<file path="src/rtl/fetch_stage.sv">
// Instruction-fetch stage: owns the PC, captures memory read data into IF/ID,
// with stall, branch redirect plus one-cycle flush, boot bubble and saturating fetch count.
module fetch_stage #(
   parameter int unsigned ADDR_W   = 5,
   parameter int unsigned INSTR_W  = 20,
   parameter int unsigned RESET_PC = 0,
   parameter int unsigned CNT_W    = 16
) (
   input  logic               Clock,
   input  logic               Resetn,
   input  logic               stall,
   input  logic               branch_taken,
   input  logic [ADDR_W-1:0]  branch_target,
   input  logic [INSTR_W-1:0] instr_in,
   output logic [ADDR_W-1:0]  pc_addr,
   output logic [INSTR_W-1:0] if_id_instr,
   output logic [ADDR_W-1:0]  if_id_pc,
   output logic               if_id_valid,
   output logic [CNT_W-1:0]   fetch_count
);

   typedef enum logic [1:0] {
      S_BOOT  = 2'd0,
      S_RUN   = 2'd1,
      S_FLUSH = 2'd2
   } state_e;

   state_e             state_q, state_d;
   logic [ADDR_W-1:0]  pc_q, pc_d;
   logic [INSTR_W-1:0] instr_q, instr_d;
   logic [ADDR_W-1:0]  ipc_q, ipc_d;
   logic               valid_q, valid_d;
   logic [CNT_W-1:0]   cnt_q, cnt_d;

   // Next-state: branch beats stall in RUN; FLUSH accepts re-redirects but ignores stall.
   always_comb begin
      state_d = state_q;
      pc_d    = pc_q;
      instr_d = instr_q;
      ipc_d   = ipc_q;
      valid_d = valid_q;
      cnt_d   = cnt_q;
      case (state_q)
         S_BOOT: begin
            valid_d = 1'b0;
            state_d = S_RUN;
         end
         S_RUN: begin
            if (branch_taken) begin
               pc_d    = branch_target;
               valid_d = 1'b0;
               state_d = S_FLUSH;
            end else if (!stall) begin
               instr_d = instr_in;
               ipc_d   = pc_q;
               valid_d = 1'b1;
               pc_d    = pc_q + ADDR_W'(1);
               cnt_d   = (cnt_q == {CNT_W{1'b1}}) ? cnt_q : cnt_q + CNT_W'(1);
            end
         end
         S_FLUSH: begin
            valid_d = 1'b0;
            if (branch_taken) begin
               pc_d = branch_target;
            end else begin
               state_d = S_RUN;
            end
         end
         default: begin
            valid_d = 1'b0;
            state_d = S_BOOT;
         end
      endcase
   end

   always_ff @(posedge Clock or negedge Resetn) begin
      if (!Resetn) begin
         state_q <= S_BOOT;
         pc_q    <= ADDR_W'(RESET_PC);
         instr_q <= '0;
         ipc_q   <= '0;
         valid_q <= 1'b0;
         cnt_q   <= '0;
      end else begin
         state_q <= state_d;
         pc_q    <= pc_d;
         instr_q <= instr_d;
         ipc_q   <= ipc_d;
         valid_q <= valid_d;
         cnt_q   <= cnt_d;
      end
   end

   assign pc_addr     = pc_q;
   assign if_id_instr = instr_q;
   assign if_id_pc    = ipc_q;
   assign if_id_valid = valid_q;
   assign fetch_count = cnt_q;

endmodule

</file>
<file path="config.mk">
export PLATFORM = sky130hd
export DESIGN_NAME = fetch_stage
export DESIGN_NICKNAME = d
export VERILOG_FILES = /design/src/rtl/fetch_stage.sv
export SDC_FILE = /design/constraint.sdc
export NUM_CORES = 1
export LEC_CHECK = 0
export ABC_AREA = 1
export CORE_MARGIN = 3
export CORE_UTILIZATION = 34
export DETAILED_ROUTE_END_ITERATION = 10
export DONT_BUFFER_PORTS = 1
export PLACE_DENSITY = 0.52
export SYNTH_ARGS = -nofsm -noshare
export SYNTH_HDL_FRONTEND = slang
export SYNTH_SLANG_ARGS = --single-unit
</file>
<file path="constraint.sdc">
create_clock -name Clock -period 1.8 [get_ports Clock]
set_clock_uncertainty 0.2 [all_clocks]
set_input_delay 0.36 -clock Clock [delete_from_list [all_inputs] [get_ports Clock]]
set_output_delay 0.36 -clock Clock [all_outputs]
set_load 0.1 [all_outputs]
</file>
==> metrics.csv, run 1 <==
stage;metric;value;unit
final_layout;ant diodes;0;
clocking;total clock buffers created by CTS;5;
worst_setup_path;CP Max Fanout;13;
placement;GPL Wtd Cong;0.851;
floorplan;I/O pin total;76;
route;Vias/cell;4.47;
worst_setup_path;Critical Path Sink Type;flip-flop;
placement;Port Buffer Count;0;
job;Max Cap Violations;0;
final_layout;share of post-route cells with drive strength above 1;0.285;
floorplan;die height;90.5;um
clocking;Root Driver;clkbuf_8;
worst_setup_path;slowest stage delay, CP;0.52;ns
yosys;Avg Cell Area, Syn;7.96;um2
worst_hold_path;Min-Delay Path Class;input pin to flip-flop;
global_routing;vias in the first global route;2126;
floorplan;Starting Density;0.354;
global_routing;first-pass GRT wire length;10.3;mm
worst_setup_path;CP delay by family, top;flip-flops;
floorplan;FP Rows;30;
timing;Tcrit/Tclk final;0.919;
placement;dpl ws;-0.0136;ns
global_routing;largest net degree at the start of global routing;50;
final_layout;fin nets;412;
worst_setup_path;WP buf/inv;2;
worst_setup_path;crit path launch;fetch_count[1];
clocking;Worst-path clk slew;0.10;ns
placement;half-perimeter wire length after placement;4.09;mm
timing;minimum clock period;1.65;ns
timing;Slew @ Worst Pin;0.399;ns
final_layout;fillers;667;
clocking;CTS tree;yes;
worst_setup_path;R2R Path Start;fetch_count[1];
timing;RSZ-0062 raised after global routing;no;
timing;Fin. Hold Viols;0;
yosys;post-synthesis register bit count;49;
global_routing;GRT overflow;0;
worst_setup_path;critical path data required time;1.84;ns
worst_setup_path;crit path kind;flip-flop to flip-flop;
yosys;synth warn;0;
global_routing;GR Util All Layers;0.153;
route;DR iter-0 viols;63;
timing;Rel. slew slack;0.733;
floorplan;total core area;6870;um2
final_layout;FF/Latch Area;1290;um2
clocking;Worst-Skew Late Latency;0.30;ns
route;1st-pass router iterations;4;
timing;Setup WS post-layout;0.146;ns
worst_setup_path;slowest cell on the critical path;dfrtp_4;
route;post-detailed-route count of antenna-violating nets;0;
timing;FMAX;605;MHz
worst_setup_path;Crit path depth;9;
worst_setup_path;CP Capture Point;fetch_count[7];
yosys;Seq/Total Area, Yosys;0.505;
worst_setup_path;Worst Reg2Reg Path Length in Cells;9;
final_layout;area taken by multi-input logic gates;1100;um2
worst_setup_path;Worst Setup Start Kind;flip-flop;
route;detail-routed net length per standard cell;12.6;um
final_layout;Layout area overhead;38.8;%
floorplan;die width;90.5;um
timing;Pins Over Slew Limit;0;
worst_setup_path;R2R setup slack;0.15;ns
route;vias;2139;
floorplan;die area;8190;um2
clocking;H-tree depth;2;
yosys;synthesized area;2430;um2
worst_setup_path;R2R Path End;fetch_count[7];
route;DRT Wirelength;6.02;mm
worst_setup_path;cell breakdown of the critical path;ha_4, nand3_4, inv_2, nand3_4, nor2_4, nor2_4, buf_12, nand2_1, nand2_1;
yosys;Mapped Nets;336;
yosys;Unique masters post-synth;25;
clocking;Sink Count;49;
worst_setup_path;WP data arrival;1.69;ns
global_routing;initial antenna violation count;0;
yosys;Mapped Cells;305;
clocking;clock buffer depth;2;
route;DRC;0;
run_status;status;completed;
timing;Final setup viols;0;
## worst min path at each step
stage	slack (ns)	cells past startpoint	endpoint	startpoint
floorplan	-0.14	0	fetch_count[3]	Resetn
global placement	-0.13	0	fetch_count[5]	Resetn
detailed placement	-0.13	0	fetch_count[5]	Resetn
CTS	0.02	2	state_q[1]	branch_taken
global route	0.04	2	state_q[1]	branch_taken
finish	0.04	2	state_q[1]	branch_taken
## synthesized netlist by cell type (all sizes together)
cell	number	area, um2
a21oi	1	5.00
buf	7	47.5
dfrtp	49	1230
ha	2	25.0
inv	21	78.8
nand2	161	639
nand3	9	62.6
nand3b	1	7.51
nand4	5	31.3
nor2	23	123
o21ai	16	95.1
xnor2	6	52.6
xor2	4	35.0
## per-stage QoR
step,std cells,utilization,setup TNS [ns],cell area [um2],hold slack (ns)
final,478,0.491,0,3370,0.0402
after global routing,478,0.491,0,3370,0.0362
after CTS,478,0.491,0,3370,0.0236
after detailed placement,446,0.436,-0.0203,2990,-0.134
after global placement,446,0.436,0,2990,-0.134
after floorplan,305,-,0,2520,-0.136
## routing by layer
metal | share of wire | vias to the layer above | wire, um | global-route usage
met5 | 0 | - | 0 | 0
met4 | 0.0048 | 0 | 29 | 0.0344
met3 | 0.075 | 2 | 451 | 0.0517
met2 | 0.50 | 60 | 3010 | 0.250
met1 | 0.42 | 993 | 2530 | 0.197
li1 | - | 1084 | - | -
## layout make-up
type,count,area share
clock inverter,3,0.0137
sequential,49,0.382
clock buffer,5,0.0204
tap,96,0.0356
multi-input combinational,228,0.327
inverter,21,0.0234
timing repair buffer,76,0.198
## placed cells by master, fill, tap and decap left out, drive strengths merged, types with 6 or more instances in the layout
master | synthesis | routed
buf | 7 | 55
o21ai | 16 | 16
dfrtp | 49 | 49
dlygate4sd3 | 0 | 21
nand3 | 9 | 9
xnor2 | 6 | 6
nor2 | 23 | 23
nand2 | 161 | 161
inv | 21 | 21
## flip-flops by register name, indices dropped and copies added, names as in the netlist
| signal | cells |
|---|---|
| if_id_valid | 1 |
| pc_addr | 5 |
| fetch_count | 16 |
| state_q | 2 |
| if_id_pc | 5 |
| if_id_instr | 20 |
## worst register-to-register path, cell delays in order (launching register included)
cell and delay, ns:
dfrtp_4 0.52, ha_4 0.19, nand3_4 0.07, inv_2 0.06
nand3_4 0.08, nor2_4 0.05, nor2_4 0.15, buf_12 0.16
nand2_1 0.06, nand2_1 0.06
## kinds of logic (layout without fill, tap and decap cells)
kind of cell | after synthesis | after routing | synth area share
flip-flops | 49 | 49 | 0.505
XOR/XNOR | 10 | 10 | 0.0361
buffers and inverters | 28 | 105 | 0.0520
adder cells (fa/ha/maj) | 2 | 2 | 0.0103
AND/OR/NAND/NOR | 199 | 199 | 0.355
AO/OA/AOI/OAI | 17 | 17 | 0.0412
## repair_timing
action	CTS	global route
endpoints found under the setup margin	5	0
hold endpoints to repair	69	0
buffers inserted	2	0
gates resized for setup	0	0
hold buffers	22	0
Power of run 1 is not shown: default switching activity piles up to over one toggle a cycle in this logic, so the estimate is an artifact.
==> inputs of run 2 (changes only) <==
--- a/config.mk
+++ b/config.mk
@@ -7,10 +7,10 @@
 export LEC_CHECK = 0
 export ABC_AREA = 1
 export CORE_MARGIN = 3
-export CORE_UTILIZATION = 34
+export CORE_UTILIZATION = 50
 export DETAILED_ROUTE_END_ITERATION = 10
 export DONT_BUFFER_PORTS = 1
-export PLACE_DENSITY = 0.52
+export PLACE_DENSITY = 0.69
 export SYNTH_ARGS = -nofsm -noshare
 export SYNTH_HDL_FRONTEND = slang
 export SYNTH_SLANG_ARGS = --single-unit
==> run 2 against run 1 <==
  * Cell area decreased by 2.1%
  * Sequential share of layout area rose by 0.81 points
  * Register-to-register slack improved by 0.02 ns
  * Wire length decreased by 9.9%
  * Via count shrank 0.94%
  * Sequential cell count unchanged
  * Die area is 30% lower
  * Worst setup slack improved by 0.018 ns
  * Critical path depth is 1 higher
  * Critical endpoint is now fetch_count[1]
  * Hold slack got worse by 0.00077 ns
  * Cell count down 6.5%
  * Global-route usage up 4.6 points
==> metrics.csv, run 2 (same netlist as run 1, synthesis figures left out) <==
stage;metric;value;unit
run_status;status;completed;
route;vias;2119;
timing;minimum clock period;1.64;ns
floorplan;Starting Density;0.536;
route;Vias/cell;4.74;
global_routing;initial antenna violation count;0;
timing;Setup WS post-layout;0.164;ns
placement;GPL Wtd Cong;0.866;
worst_setup_path;slowest stage delay, CP;0.39;ns
timing;Rel. slew slack;0.790;
route;DRC;0;
timing;Final setup viols;0;
job;Max Cap Violations;0;
worst_setup_path;critical path data required time;1.78;ns
final_layout;highest-count cells in the layout ignoring fill and taps;149 x nand2_1, 52 x buf_4, 29 x dfrtp_1;
route;DR iter-0 viols;97;
worst_setup_path;WP buf/inv;4;
final_layout;fillers;376;
placement;half-perimeter wire length after placement;3.82;mm
final_layout;fin nets;412;
timing;Pins Over Slew Limit;0;
global_routing;first-pass GRT wire length;8.76;mm
timing;RSZ-0062 raised after global routing;no;
floorplan;die area;5730;um2
route;DRT Wirelength;5.42;mm
worst_hold_path;Min-Delay Path Class;input pin to flip-flop;
worst_setup_path;CP Max Fanout;15;
clocking;total clock buffers created by CTS;5;
worst_setup_path;cell breakdown of the critical path;inv_1, nand2_2, inv_2, nand2_4, nor2_8, buf_4, o21ai_4, buf_12, nand2_1, nand2_1;
clocking;clock buffer depth;2;
floorplan;die width;75.7;um
final_layout;share of post-route cells with drive strength above 1;0.280;
placement;dpl ws;0.0212;ns
final_layout;Largest register FFs;20;
worst_setup_path;cell mode on critical path;nand2_1;
worst_setup_path;Critical Path Sink Type;flip-flop;
clocking;Root Driver;clkbuf_8;
clocking;CTS tree;yes;
timing;Fin. Hold Viols;0;
timing;Tcrit/Tclk final;0.909;
timing;hold_ws;0.0394;ns
clocking;Sink Count;49;
global_routing;vias in the first global route;1923;
worst_setup_path;Worst Setup Start Kind;flip-flop;
clocking;Worst-Skew Late Latency;0.30;ns
timing;Slew @ Worst Pin;0.315;ns
global_routing;GRT overflow;0;
worst_setup_path;WP data arrival;1.62;ns
final_layout;ant diodes;0;
final_layout;Layout Cells excl Fill;447;
timing;FMAX;611;MHz
worst_setup_path;crit path kind;flip-flop to flip-flop;
route;post-detailed-route count of antenna-violating nets;0;
timing;Final TNS setup;0;ns
route;detail-routed net length per standard cell;12.1;um
final_layout;commonest non-fill, non-tap cell in the layout;nand2_1;
final_layout;Layout area overhead;36.0;%
global_routing;GR Util All Layers;0.199;
floorplan;I/O pin total;76;
worst_setup_path;slowest cell on the critical path;dfrtp_1;
floorplan;total core area;4530;um2
clocking;H-tree depth;2;
route;1st-pass router iterations;4;
global_routing;largest net degree at the start of global routing;50;
clocking;Worst-path clk slew;0.09;ns
floorplan;die height;75.7;um
floorplan;FP Rows;24;
placement;DP Cell Count;414;
placement;Port Buffer Count;0;
worst_setup_path;CP delay by family, top;buffers and inverters;
==> run 2: cell types whose count changed in the layout (fill, tap and decap cells not counted), sizes merged <==
| cell | delta |
|---|---|
| bufinv | -1 |
| clkbuf | +2 |
| clkinv | -1 |
==> run 2: final timing paths <==
| check | from | cells after the start | slack [ns] | end |
|---|---|---|---|---|
| min in group asynchronous | Resetn | 2 | 0.41 | fetch_count[9] |
| min reg2reg | if_id_instr[8] | 2 | 0.28 | if_id_instr[8] |
| min | branch_taken | 2 | 0.04 | state_q[1] |
| max | state_q[1] | 10 | 0.16 | fetch_count[1] |
| max reg2reg | state_q[1] | 10 | 0.16 | fetch_count[1] |
| max in group asynchronous | Resetn | 2 | 0.74 | fetch_count[2] |
==> run 2: layer usage <==
layer,vias up,global-route usage,share of wire
met5,-,0,0
met3,2,0.0515,0.057
li1,1086,-,-
met1,977,0.271,0.45
met2,54,0.326,0.49
met4,0,0.0350,0.0035
==> run 2: what timing repair did <==
| item | 4_1_cts | 5_1_grt |
|---|---|---|
| hold buffers | 22 | 0 |
| hold endpoints to repair | 69 | 0 |
| setup buffers | 0 | 3 |
| endpoints found under the setup margin | 0 | 15 |
| resized for setup | 0 | 0 |
==> run 2: worst register-to-register path: cells and delay by family, from the launching register on <==
kind,cells,cell delay (ns)
buffers and inverters,4,0.51
flip-flops,1,0.39
AND/OR/NAND/NOR,5,0.35
AO/OA/AOI/OAI,1,0.09
==> run 2: metrics by stage <==
stage,utilization,instance area [um2]
after floorplan,-,2520
after global placement,0.647,2930
after detailed placement,0.647,2930
after CTS,0.718,3250
after global routing,0.728,3300
final,0.728,3300
==> run 2: area by class of cell <==
class,count,area (um2),share of cell area
inverter,21,78.8,0.0239
multi-input combinational,228,1100,0.333
tap,65,81.3,0.0246
timing repair buffer,76,668,0.202
clock buffer,7,76.3,0.0231
sequential,49,1290,0.390
clock inverter,1,7.51,0.00227
Power of run 2 is left out for the same reason.
